File: src/rtl/expr_seq_pkg.sv
// Shared widths, FSM encodings and the LFSR/MISR helpers for the expression-datapath
// vector sequencer.
package expr_seq_pkg;

   localparam int unsigned OPND_W = 60;
   localparam int unsigned Y_W    = 90;
   localparam int unsigned SIG_W  = 32;
   localparam int unsigned LFSR_W = 64;

   typedef logic [1:0] state_t;

   localparam state_t StIdle    = 2'd0;
   localparam state_t StDrive   = 2'd1;
   localparam state_t StSettle  = 2'd2;
   localparam state_t StCapture = 2'd3;

   // Fibonacci taps 64,63,61,60 -> bit positions 63,62,60,59.
   localparam logic [LFSR_W-1:0] LFSR_TAPS = 64'hD800_0000_0000_0000;
   localparam logic [SIG_W-1:0]  MISR_POLY = 32'h0040_0007;

   function automatic logic [SIG_W-1:0] fold_y(input logic [Y_W-1:0] y);
      return y[31:0] ^ y[63:32] ^ {6'b0, y[89:64]};
   endfunction

   function automatic logic [LFSR_W-1:0] lfsr_step(input logic [LFSR_W-1:0] v);
      return {v[LFSR_W-2:0], ^(v & LFSR_TAPS)};
   endfunction

endpackage

File: src/rtl/expr_vector_sequencer_if.sv
// Bundles the run-control handshake, operand/result buses and run status of the
// sequencer; the sequencer uses the slave view, the harness the master view.
interface expr_vector_sequencer_if;
   import expr_seq_pkg::*;

   logic              start;
   logic              abort;
   logic [OPND_W-1:0] opnd;
   logic [Y_W-1:0]    y_in;
   logic              busy;
   logic              done;
   logic [15:0]       vec_count;
   logic [SIG_W-1:0]  signature;

   modport master (
      output start, abort, y_in,
      input  opnd, busy, done, vec_count, signature
   );

   modport slave (
      input  start, abort, y_in,
      output opnd, busy, done, vec_count, signature
   );

endinterface

File: src/rtl/expr_misr.sv
// 32-bit MISR that folds each 90-bit expression result into the running signature,
// with a synchronous clear for the start of a run.
module expr_misr
   import expr_seq_pkg::*;
(
   input  logic             clk,
   input  logic             rst_n,
   input  logic             clr_i,
   input  logic             en_i,
   input  logic [Y_W-1:0]   y_i,
   output logic [SIG_W-1:0] sig_o
);

   logic [SIG_W-1:0] sig_q, sig_d;

   always_comb begin
      sig_d = sig_q;
      if (clr_i) begin
         sig_d = '0;
      end else if (en_i) begin
         sig_d = {sig_q[SIG_W-2:0], 1'b0} ^ (sig_q[SIG_W-1] ? MISR_POLY : '0) ^ fold_y(y_i);
      end
   end

   always_ff @(posedge clk) begin
      if (!rst_n) begin
         sig_q <= '0;
      end else begin
         sig_q <= sig_d;
      end
   end

   assign sig_o = sig_q;

endmodule

File: src/rtl/expr_vector_sequencer.sv
// Drives LFSR operand vectors into the expression block, holds each for a settle time,
// and compacts every captured result into a MISR signature.
module expr_vector_sequencer
   import expr_seq_pkg::*;
#(
   parameter int unsigned       NUM_VECTORS   = 256,
   parameter int unsigned       SETTLE_CYCLES = 1,
   parameter logic [LFSR_W-1:0] SEED          = 64'h1
) (
   input logic                    clk,
   input logic                    rst_n,
   expr_vector_sequencer_if.slave bus
);

   localparam logic [15:0] NumVec     = NUM_VECTORS[15:0];
   localparam logic [3:0]  SettleInit = 4'(SETTLE_CYCLES - 1);

   state_t            state_q, state_d;
   logic [LFSR_W-1:0] lfsr_q, lfsr_d;
   logic [OPND_W-1:0] opnd_q, opnd_d;
   logic [3:0]        cnt_q, cnt_d;
   logic [15:0]       vec_count_q, vec_count_d;
   logic              done_q, done_d;
   logic              misr_clr, misr_en;
   logic [SIG_W-1:0]  sig;

   always_comb begin
      state_d     = state_q;
      lfsr_d      = lfsr_q;
      opnd_d      = opnd_q;
      cnt_d       = cnt_q;
      vec_count_d = vec_count_q;
      done_d      = done_q;
      misr_clr    = 1'b0;
      misr_en     = 1'b0;

      // abort outranks everything outside IDLE, including the final capture
      if (state_q != StIdle && bus.abort) begin
         state_d = StIdle;
      end else begin
         unique case (state_q)
            StIdle: begin
               if (bus.start && !bus.abort) begin
                  state_d     = StDrive;
                  vec_count_d = '0;
                  done_d      = 1'b0;
                  lfsr_d      = SEED;
                  misr_clr    = 1'b1;
               end
            end
            StDrive: begin
               opnd_d  = lfsr_q[OPND_W-1:0];
               cnt_d   = SettleInit;
               state_d = StSettle;
            end
            StSettle: begin
               if (cnt_q == 4'd0) begin
                  state_d = StCapture;
               end else begin
                  cnt_d = cnt_q - 4'd1;
               end
            end
            StCapture: begin
               misr_en     = 1'b1;
               vec_count_d = vec_count_q + 16'd1;
               lfsr_d      = lfsr_step(lfsr_q);
               if (vec_count_d == NumVec) begin
                  done_d  = 1'b1;
                  state_d = StIdle;
               end else begin
                  state_d = StDrive;
               end
            end
            default: state_d = StIdle;
         endcase
      end
   end

   always_ff @(posedge clk) begin
      if (!rst_n) begin
         state_q     <= StIdle;
         lfsr_q      <= SEED;
         opnd_q      <= '0;
         cnt_q       <= '0;
         vec_count_q <= '0;
         done_q      <= 1'b0;
      end else begin
         state_q     <= state_d;
         lfsr_q      <= lfsr_d;
         opnd_q      <= opnd_d;
         cnt_q       <= cnt_d;
         vec_count_q <= vec_count_d;
         done_q      <= done_d;
      end
   end

   expr_misr u_misr (
      .clk   (clk),
      .rst_n (rst_n),
      .clr_i (misr_clr),
      .en_i  (misr_en),
      .y_i   (bus.y_in),
      .sig_o (sig)
   );

   assign bus.opnd      = opnd_q;
   assign bus.busy      = (state_q != StIdle);
   assign bus.done      = done_q;
   assign bus.vec_count = vec_count_q;
   assign bus.signature = sig;

endmodule

File: src/flat_wrapper.sv
// flat-port wrapper written by rule: the top's interface ports become plain ports
module expr_vector_sequencer_flat import expr_seq_pkg::*;
#(
   parameter int unsigned       NUM_VECTORS   = 256,
   parameter int unsigned       SETTLE_CYCLES = 1,
   parameter logic [LFSR_W-1:0] SEED          = 64'h1
)
  (clk, rst_n, bus_start, bus_abort, bus_y_in, bus_opnd, bus_busy, bus_done, bus_vec_count, bus_signature);
  expr_vector_sequencer_if bus_i ();
  input logic clk;
  input logic rst_n;
  input wire logic [$bits(bus_i.start)-1:0] bus_start;
  input wire logic [$bits(bus_i.abort)-1:0] bus_abort;
  input wire logic [$bits(bus_i.y_in)-1:0] bus_y_in;
  output wire logic [$bits(bus_i.opnd)-1:0] bus_opnd;
  output wire logic [$bits(bus_i.busy)-1:0] bus_busy;
  output wire logic [$bits(bus_i.done)-1:0] bus_done;
  output wire logic [$bits(bus_i.vec_count)-1:0] bus_vec_count;
  output wire logic [$bits(bus_i.signature)-1:0] bus_signature;
  assign bus_i.start = bus_start;
  assign bus_i.abort = bus_abort;
  assign bus_i.y_in = bus_y_in;
  assign bus_opnd = bus_i.opnd;
  assign bus_busy = bus_i.busy;
  assign bus_done = bus_i.done;
  assign bus_vec_count = bus_i.vec_count;
  assign bus_signature = bus_i.signature;
  expr_vector_sequencer #(.NUM_VECTORS(NUM_VECTORS), .SETTLE_CYCLES(SETTLE_CYCLES), .SEED(SEED)) u_core (.clk(clk), .rst_n(rst_n), .bus(bus_i));
endmodule
File: config.mk
export PLATFORM = sky130hd
export DESIGN_NAME = expr_vector_sequencer_flat
export DESIGN_NICKNAME = d
export VERILOG_FILES = /design/src/rtl/expr_seq_pkg.sv /design/src/rtl/expr_vector_sequencer_if.sv /design/src/rtl/expr_misr.sv /design/src/rtl/expr_vector_sequencer.sv /design/src/flat_wrapper.sv
export SDC_FILE = /design/constraint.sdc
export NUM_CORES = 1
export LEC_CHECK = 0
export ABC_AREA = 1
export BUFFER_PORTS_ARGS = -buffer_cell sky130_fd_sc_hd__buf_2
export CORE_UTILIZATION = 50
export CTS_CLUSTER_SIZE = 14
export DETAILED_ROUTE_END_ITERATION = 8
export PLACE_DENSITY = 0.88
export RECOVER_POWER = 100
export SYNTH_ARGS = -nofsm -noshare
export SYNTH_HDL_FRONTEND = slang
export SYNTH_SLANG_ARGS = --single-unit
File: constraint.sdc
create_clock -name clk -period 4.49 [get_ports clk]
set_input_delay 0.2245 -clock clk [delete_from_list [all_inputs] [get_ports clk]]
set_output_delay 0.2245 -clock clk [all_outputs]
set_load 0.02 [all_outputs]
=== Word-level counts from Yosys, hierarchy flattened ===
Cells that the tools add are included.

* Output and inout bits: 110
* Memories: 0
* Word-level logic and storage cells: 58
* Bits in latches: 0
* Bits in writable memories: 0
* Bits in read-only memories: 0
* Register bits: 179

* Shifts and indexed selects: 0
* Add/sub/neg operators: 2
* Equal/unequal tests: 8
* Reduce and logical (&&, ||, !) cells: 16
* Bitwise logic cells: 6
* Multiplexer cells: 19
* Order comparisons: 0
* $mul: 0
* Divide/modulo/power cells: 0

{| class="wikitable"
|+ Operators by type and width
! cell !! number
|-
| 64-bit case mux with 2 select lines || 1
|-
| 32-bit XOR || 3
|-
| 64-bit two-way mux || 1
|-
| 64-bit XOR reduction || 1
|-
| 16-bit case mux with 2 select lines || 1
|-
| 32-bit by 26-bit XOR with 32-bit output || 1
|-
| 23-bit two-way mux || 1
|-
| 16-bit by 1-bit adder with 16-bit output (second input constant) || 1
|-
| 16-bit by 9-bit equality test with 1-bit output (second input constant) || 1
|-
| 16-bit two-way mux || 1
|-
| 1-bit two-way mux || 8
|-
| 2-bit case mux with 4 select lines || 1
|-
| 4-bit case mux with 2 select lines || 1
|-
| 2-bit by 1-bit != test with 1-bit output (second input constant) || 3
|-
| 3-bit AND reduction || 2
|-
| 2-bit nonzero test || 3
|-
| 2-bit equality test (second input constant) || 2
|-
| 4-bit zero test || 1
|-
| 2-bit two-way mux || 2
|-
| 4-bit two-way mux || 1
|-
| 2-bit AND reduction || 2
|-
| 4-bit AND reduction || 1
|-
| 2-bit OR reduction || 2
|-
| 4-bit by 1-bit subtractor with 4-bit output (second input constant) || 1
|-
| 7 further kinds || 9
|}

=== Logic depth before layout (Yosys ltp) ===
Gate-level depths: netlist of run 1.

* Depth in word-level cells: 6
* Mapped depth: 14

=== By module ===
From an unflattened synthesis of run 1, not the netlist that was laid out.

* Cells, all modules: 1134
* Area total of the unflattened synthesis: 8013.9 µm²

{| class="wikitable"
|+ Modules (own cells, without submodules)
! module !! area an instance (µm²) !! instances !! cells each
|-
| expr_vector_sequencer || 5761.8 || 1 || 780
|-
| expr_misr || 2252.2 || 1 || 354
|}

=== Worst setup path before layout of run 1 ===
Ideal clock, no wire load.

* Path type: register to register
* Start: reg u_core.state_q[0]
* End: reg u_core.lfsr_q[60]
* Cell stages (with the launch flop): 14
* Required time: 4420 ps
* Path slack: 2607 ps
* Buffers on the path: 3
* Period minus slack after synthesis: 1883 ps
* Arrival time: 1813 ps
* Cell sequence: dfxtp_1 > inv_1 > ha_1 > inv_2 > a21oi_1 > nor2_1 > inv_1 > or2_1 > buf_4 > nor2_8 > buf_6 > buf_6 > nand2_1 > a21oi_1

* Longest elaborated chain between the ends: 4

{| class="wikitable"
|+ RTL lines
! item !! line !! source
|-
| start, declared || expr_vector_sequencer.sv:18 || <nowiki>state_t state_q, state_d;</nowiki>
|-
| start signal, assigned || expr_vector_sequencer.sv:81 || <nowiki>state_q <= StIdle;</nowiki>
|-
| start signal, assigned || expr_vector_sequencer.sv:88 || <nowiki>state_q <= state_d;</nowiki>
|-
| 2-bit nonzero test || - ||
|-
| via bus_busy || flat_wrapper.sv:16 || <nowiki>output wire logic [$bits(bus_i.busy)-1:0] bus_busy;</nowiki>
|-
| 1-bit logical AND || expr_vector_sequencer.sv:38 || <nowiki>if (state_q != StIdle && bus.abort) begin</nowiki>
|-
| 1-bit inverter (no line) || - ||
|-
| 3-bit AND reduction (no line) || - ||
|-
| end signal, assigned || expr_vector_sequencer.sv:89 || <nowiki>lfsr_q <= lfsr_d;</nowiki>
|-
| end, declared || expr_vector_sequencer.sv:19 || <nowiki>logic [LFSR_W-1:0] lfsr_q, lfsr_d;</nowiki>
|}

The timed path passes the listed nets, and every way through them passes these cells.
A chain may end at the register's enable or synchronous reset.

=== Worst setup path in the final report of run 1 ===
* Start: reg u_core.state_q[0]
* End: reg u_core.opnd_q[0], in the netlist u_core.bus.opnd[0]

* Longest elaborated chain between the ends: 4

{| class="wikitable"
|+ RTL lines
! item !! line !! source
|-
| 2-bit nonzero test || expr_vector_sequencer.sv:38 ||
|-
| 1-bit logical AND || expr_vector_sequencer.sv:38 ||
|-
| 1-bit inverter (no line) || - ||
|-
| 2-bit AND reduction (no line) (*) || - ||
|-
| end signal, assigned || expr_vector_sequencer.sv:90 || <nowiki>opnd_q <= opnd_d;</nowiki>
|-
| end, declared || expr_vector_sequencer.sv:20 || <nowiki>logic [OPND_W-1:0] opnd_q, opnd_d;</nowiki>
|}

Mark *: on every way between the ends. The rest lies on a longest branch, timed or not.

==> results of run 1 <==
## power by group
part / switching (mW) / total (mW) / internal (mW)
clock: 0.628 / 1.40 / 0.777
sequential: 0.131 / 1.94 / 1.81
combinational: 1.07 / 1.53 / 0.459
## layer usage
layer | wire (microns) | share of wire | vias up
met5 | 0 | 0 | -
met4 | 325 | 0.019 | 0
met3 | 874 | 0.050 | 26
met2 | 8700 | 0.50 | 206
met1 | 7650 | 0.44 | 3199
li1 | - | - | 3574
## logic make-up after synthesis
kind of cell / after synthesis / share of synthesized area
AOI/OAI and AO/OA: 198 / 0.137
xor gates and xnor gates: 97 / 0.110
adders and majority gates: 8 / 0.0130
buffers and inverters: 119 / 0.0624
DFF: 179 / 0.464
and+or+nand+nor: 415 / 0.213
## Yosys cell counts, types with 2 or more instances
cell      count  area [sq um]
nand2_1     232           871
dfxtp_1     179          3580
nor2_1      149           559
a21oi_1      91           455
xnor2_1      84           736
o21ai_0      78           390
inv_1        62           233
clkbuf_1     43           161
o211ai_1     23           173
xor2_1       13           114
nand3_1      12          60.1
ha_1          8           100
buf_2         7          35.0
nor2_2        6          37.5
nand4_1       4          25.0
nor3_1        4          20.0
buf_6         3          33.8
nand2_2       3          18.8
inv_2         2          7.51
nand3b_1      2          15.0
o21ai_1       2          10.0
## critical path, stage by stage (launching register included)
cell     delay [ns]
dfxtp_1        0.40
inv_1          0.11
ha_1           0.23
nor2_1         0.27
inv_1          0.12
nand2_2        0.07
buf_4          0.44
inv_1          0.91
o21ai_0        0.46
a21oi_1        0.06
## metrics by stage
stage	total power [mW]	utilization	setup slack, ns
2_1_floorplan	3.11	-	2.61
3_3_place_gp	3.51	0.579	1.89
3_5_place_dp	3.56	0.579	1.75
4_1_cts	4.97	0.616	1.73
5_1_grt	5.18	0.605	0.862
6_report	4.87	0.605	1.23
## registers in the layout, summed over array words and instances (netlist names)
signal and flops:
u_core.bus.done 1, u_core.bus.opnd 60, u_core.u_misr.sig_o 32, u_core.state_q 2, u_core.cnt_q 4, u_core.lfsr_q 64, u_core.bus.vec_count 16
## area by class of cell
cell class | count | area (sq um)
multi-input cells | 718 | 3640
well taps | 188 | 235
flip-flops and latches | 179 | 3580
clock buffers | 20 | 437
clock inverters | 12 | 121
fillers | 1356 | 5980
inverters | 65 | 244
repair buffers | 207 | 906
## path summary, 6_finish.rpt
path / endpoint / start / slack (ns)
setup reg to reg: u_core.bus.opnd[0]$_SDFFE_PN0P_ / u_core.state_q[0]$_SDFFE_PP0P_ / 1.23
setup / recovery: u_core.bus.opnd[0]$_SDFFE_PN0P_ / u_core.state_q[0]$_SDFFE_PP0P_ / 1.23
hold reg to reg: u_core.lfsr_q[62]$_SDFFE_PN0P_ / u_core.lfsr_q[61]$_SDFFE_PN0P_ / 0.47
hold / removal: u_core.u_misr.sig_o[29]$_SDFFE_PP0P_ / bus_y_in[29] / 0.19
==> results.py, run 1 <==
metrics = {
    "status": {
        "violations": "capacitance limit, slew limit",
        "status": "finished with violations",
    },
    "global_routing": {
        "grt_start_max_net_pins": 81,
        "use_met2": 0.393,
        "grt_pass1_vias": 6220,
        "grtUsageTotal": 0.219,
        "grtUsageMet3": 0.0523,
        "antenna_found_initial": 0,
        "grt_pass1_wl_microns": 28300,
        "grt_util_met1": 0.250,
        "grt_overflow": 0,
        "busiest_layer": "met2",
    },
    "timing": {
        "max_clock_freq_ghz": 0.307,
        "setup-violations-final": 0,
        "skew_ns": 0.00878,
        "drv_slew": 259,
        "rsz0062_at_grt": "false",
        "timing.hold.ws_ns": 0.194,
        "final.period_utilization": 0.727,
        "tns_ns": 0,
        "slew_headroom": -0.354,
        "hold_viol_final": 0,
        "post-route-min-period_ns": 3.26,
        "tightest_slew_ns": 2.02,
    },
    "die": {
        "start_util": 0.509,
        "die_x_microns": 126,
        "coreArea_sq_mm": 0.0151,
        "die_h_microns": 126,
        "ios": 204,
        "dieArea_sq_mm": 0.0159,
        "fp-row-count": 45,
    },
    "place": {
        "placed_cell_area_sq_mm": 0.00877,
        "place.gp.congestion": 0.854,
        "place.detailed.hpwl_microns": 11700,
        "dpl.cell_count": 1357,
        "numPortBuffers": 203,
    },
    "detailed_routing": {
        "ant_nets": 0,
        "drc": 0,
        "drt_iter0_markers": 442,
        "wl_microns": 17500,
        "vias": 7005,
        "drt-pass1-iter-count": 5,
        "wire_per_inst_microns": 12.6,
        "viasPerCell": 5.04,
    },
    "synthesis": {
        "synth_area_sq_mm": 0.00772,
        "async_flop_share": 0,
        "seq_area_frac_synth": 0.464,
        "ys_ff_latch": 179,
        "synth-edff-count": 0,
        "yosysUniqueCellTypes": 30,
        "synth_cells": 1016,
        "synth_nets": 1118,
        "ys.flop_type": "dfxtp_1",
        "syn-mean-instance-area_sq_um": 7.59,
        "synth_warnings": 0,
    },
    "pwr": {
        "powerDensity_mw_per_mm2": 532,
        "power_leakage_nw": 3.50,
        "ir_worst_vdd_uv": 346,
    },
    "worst_setup_path": {
        "crit_required_ns": 4.74,
        "worstSetupEndpointType": "flop",
        "criticalPathCategory": "reg2reg",
        "critPathLaunchType": "flop",
        "cp_data_arrival_time_ns": 3.51,
        "path_max_fanout": 62,
        "ff2ff_path_depth": 9,
    },
    "clock_tree": {
        "htree_levels": 4,
        "clock_path_buffers": 2,
        "root_buffer": "clkbuf_16",
        "cts_tree": "built",
        "cts_made_buffers": 17,
        "post_cts_buffers": 0,
        "cts.repair.resized": 0,
        "clk_latency_ns": 0.42,
        "cts_sinks": 179,
        "ctsHoldBuffers": 0,
        "cts.clk_slew.worst_paths_ns": 0.07,
    },
    "finish": {
        "drive_above_1_share": 0.115,
        "final_common_cell": "nand2_1",
        "final_nets": 1290,
        "final_cell_mix": "nand2_1, dfxtp_1, nor2_1",
        "fin_cells": 1389,
        "num_antenna_cells": 0,
        "syn_to_final_growth_pct": 18.8,
        "final_area_sq_mm": 0.00916,
    },
    "job": {
        "maxCapViolCount": 4,
    },
    "hold_path": {
        "hold_path_depth": 4,
        "hp-class": "in2reg",
    },
}
Note: power is estimated with default switching activity, not from simulation.
==> inputs of run 2 (changes only) <==
Clock period 4.49 ns to 3.4 ns, I/O delays scaled along.
==> results.py, run 2 (synthesis results as in run 1) <==
metrics = {
    "status": {
        "status": "completed",
    },
    "detailed_routing": {
        "wl_microns": 17800,
        "drt-pass1-iter-count": 5,
        "dr_wl_met2_microns": 8960,
        "wl_met1_microns": 7640,
        "wire_per_inst_microns": 12.8,
        "routed.top_layer": "met4",
        "ant_nets": 0,
        "drt_iter0_markers": 411,
        "drc": 0,
        "viasPerCell": 5.06,
        "vias": 7044,
        "dr_wl_met3_microns": 881,
    },
    "die": {
        "coreArea_sq_mm": 0.0151,
        "fp-row-count": 45,
        "dieArea_sq_mm": 0.0159,
        "die_x_microns": 126,
        "die_h_microns": 126,
        "start_util": 0.509,
        "ios": 204,
    },
    "timing": {
        "tightest_slew_ns": 0.980,
        "rsz0062_at_grt": "false",
        "drv_slew": 0,
        "post-route-min-period_ns": 2.76,
        "final.period_utilization": 0.813,
        "max_clock_freq_ghz": 0.362,
        "slew_headroom": 0.346,
        "tns_ns": 0,
        "setup-violations-final": 0,
        "hold_viol_final": 0,
        "skew_ns": 0.0130,
    },
    "worst_setup_path": {
        "worstReg2RegStart": "u_core.state_q[1]$_SDFFE_PP0P_",
        "crit_start": "u_core.state_q[1]$_SDFFE_PP0P_",
        "cp_data_arrival_time_ns": 3.08,
        "path_max_fanout": 51,
        "critPathLaunchType": "flop",
        "crit_required_ns": 3.71,
        "criticalPathCategory": "reg2reg",
        "worstSetupEndpointType": "flop",
    },
    "global_routing": {
        "antenna_found_initial": 0,
        "grt_pass1_vias": 6152,
        "grtUsageTotal": 0.220,
        "grt_start_max_net_pins": 81,
        "grt_pass1_wl_microns": 28400,
        "grt_overflow": 0,
    },
    "clock_tree": {
        "clk_latency_ns": 0.43,
        "ctsHoldBuffers": 0,
        "root_buffer": "clkbuf_16",
        "cts.repair.resized": 0,
        "cts_made_buffers": 17,
        "cts_sinks": 179,
        "clock_path_buffers": 2,
        "cts.clk_slew.worst_paths_ns": 0.07,
        "post_cts_buffers": 0,
        "cts_tree": "built",
        "htree_levels": 4,
    },
    "place": {
        "place.detailed.hpwl_microns": 12000,
        "numPortBuffers": 203,
        "place.gp.congestion": 0.834,
    },
    "finish": {
        "final_cell_mix": "nand2_1, dfxtp_1, nor2_1",
        "final_common_cell": "nand2_1",
        "syn_to_final_growth_pct": 19.9,
        "largest_register": "u_core.lfsr_q",
        "num_antenna_cells": 0,
        "final_nets": 1292,
        "fill_cells": 1374,
        "drive_above_1_share": 0.121,
        "largest_register_ffs": 64,
    },
    "pwr": {
        "ir_worst_vdd_uv": 493,
        "total_power_mw": 6.58,
        "power_leakage_nw": 3.54,
        "powerDensity_mw_per_mm2": 712,
    },
    "hold_path": {
        "hp-class": "in2reg",
        "min-delay-start": "rst_n",
    },
    "job": {
        "maxCapViolCount": 0,
    },
}
## run 2: stage by stage
step	hold WS, ns	util	worst slack, ns	area [sq um]	std cells
final	0.0600	0.611	0.636	9250	1391
after global placement	0.439	0.581	0.958	8800	1359
after CTS	0.0425	0.621	0.851	9410	1391
after detailed placement	0.454	0.581	0.881	8800	1359
after global routing	0.0756	0.611	0.400	9250	1391
after floorplan	0.426	-	1.52	7720	1016
## run 2: layout make-up
| type | count | area, sq um | share of cell area |
|---|---|---|---|
| Multi-Input combinational cell | 718 | 3640 | 0.394 |
| Sequential cell | 179 | 3580 | 0.387 |
| Timing Repair Buffer | 209 | 933 | 0.101 |
| Clock buffer | 17 | 425 | 0.0460 |
| Inverter | 65 | 244 | 0.0264 |
| Tap cell | 188 | 235 | 0.0254 |
| Clock inverter | 15 | 188 | 0.0203 |
## run 2: power breakdown
part	switching (mW)	internal (mW)	total, mW
registers	0.172	2.39	2.56
clock network	0.892	1.12	2.01
logic	1.42	0.596	2.01
## run 2: path summary, 6_finish.rpt
kind	slack, ns	end	depth (start not counted)
hold / removal	0.06	u_core.cnt_q[0]$_SDFFE_PN0P_	3
setup / recovery	0.64	u_core.u_misr.sig_o[2]$_SDFFE_PP0P_	8
setup reg to reg	0.64	u_core.u_misr.sig_o[2]$_SDFFE_PP0P_	8
hold reg to reg	0.46	u_core.lfsr_q[23]$_SDFFE_PN0P_	2
## run 2: critical path: stages, from the launching register on
cell      delay [ns]
dfxtp_1         0.33
inv_1           0.14
ha_1            0.20
nor2_1          0.10
nor2_1          0.63
clkbuf_2        0.83
inv_1           0.15
o21ai_0         0.20
inv_1           0.05
## run 2: routing by layer
metal	vias up	global-route usage
li1	3575	-
met1	3241	0.261
met2	200	0.394
met3	28	0.0425
met4	0	0.0794
met5	-	0
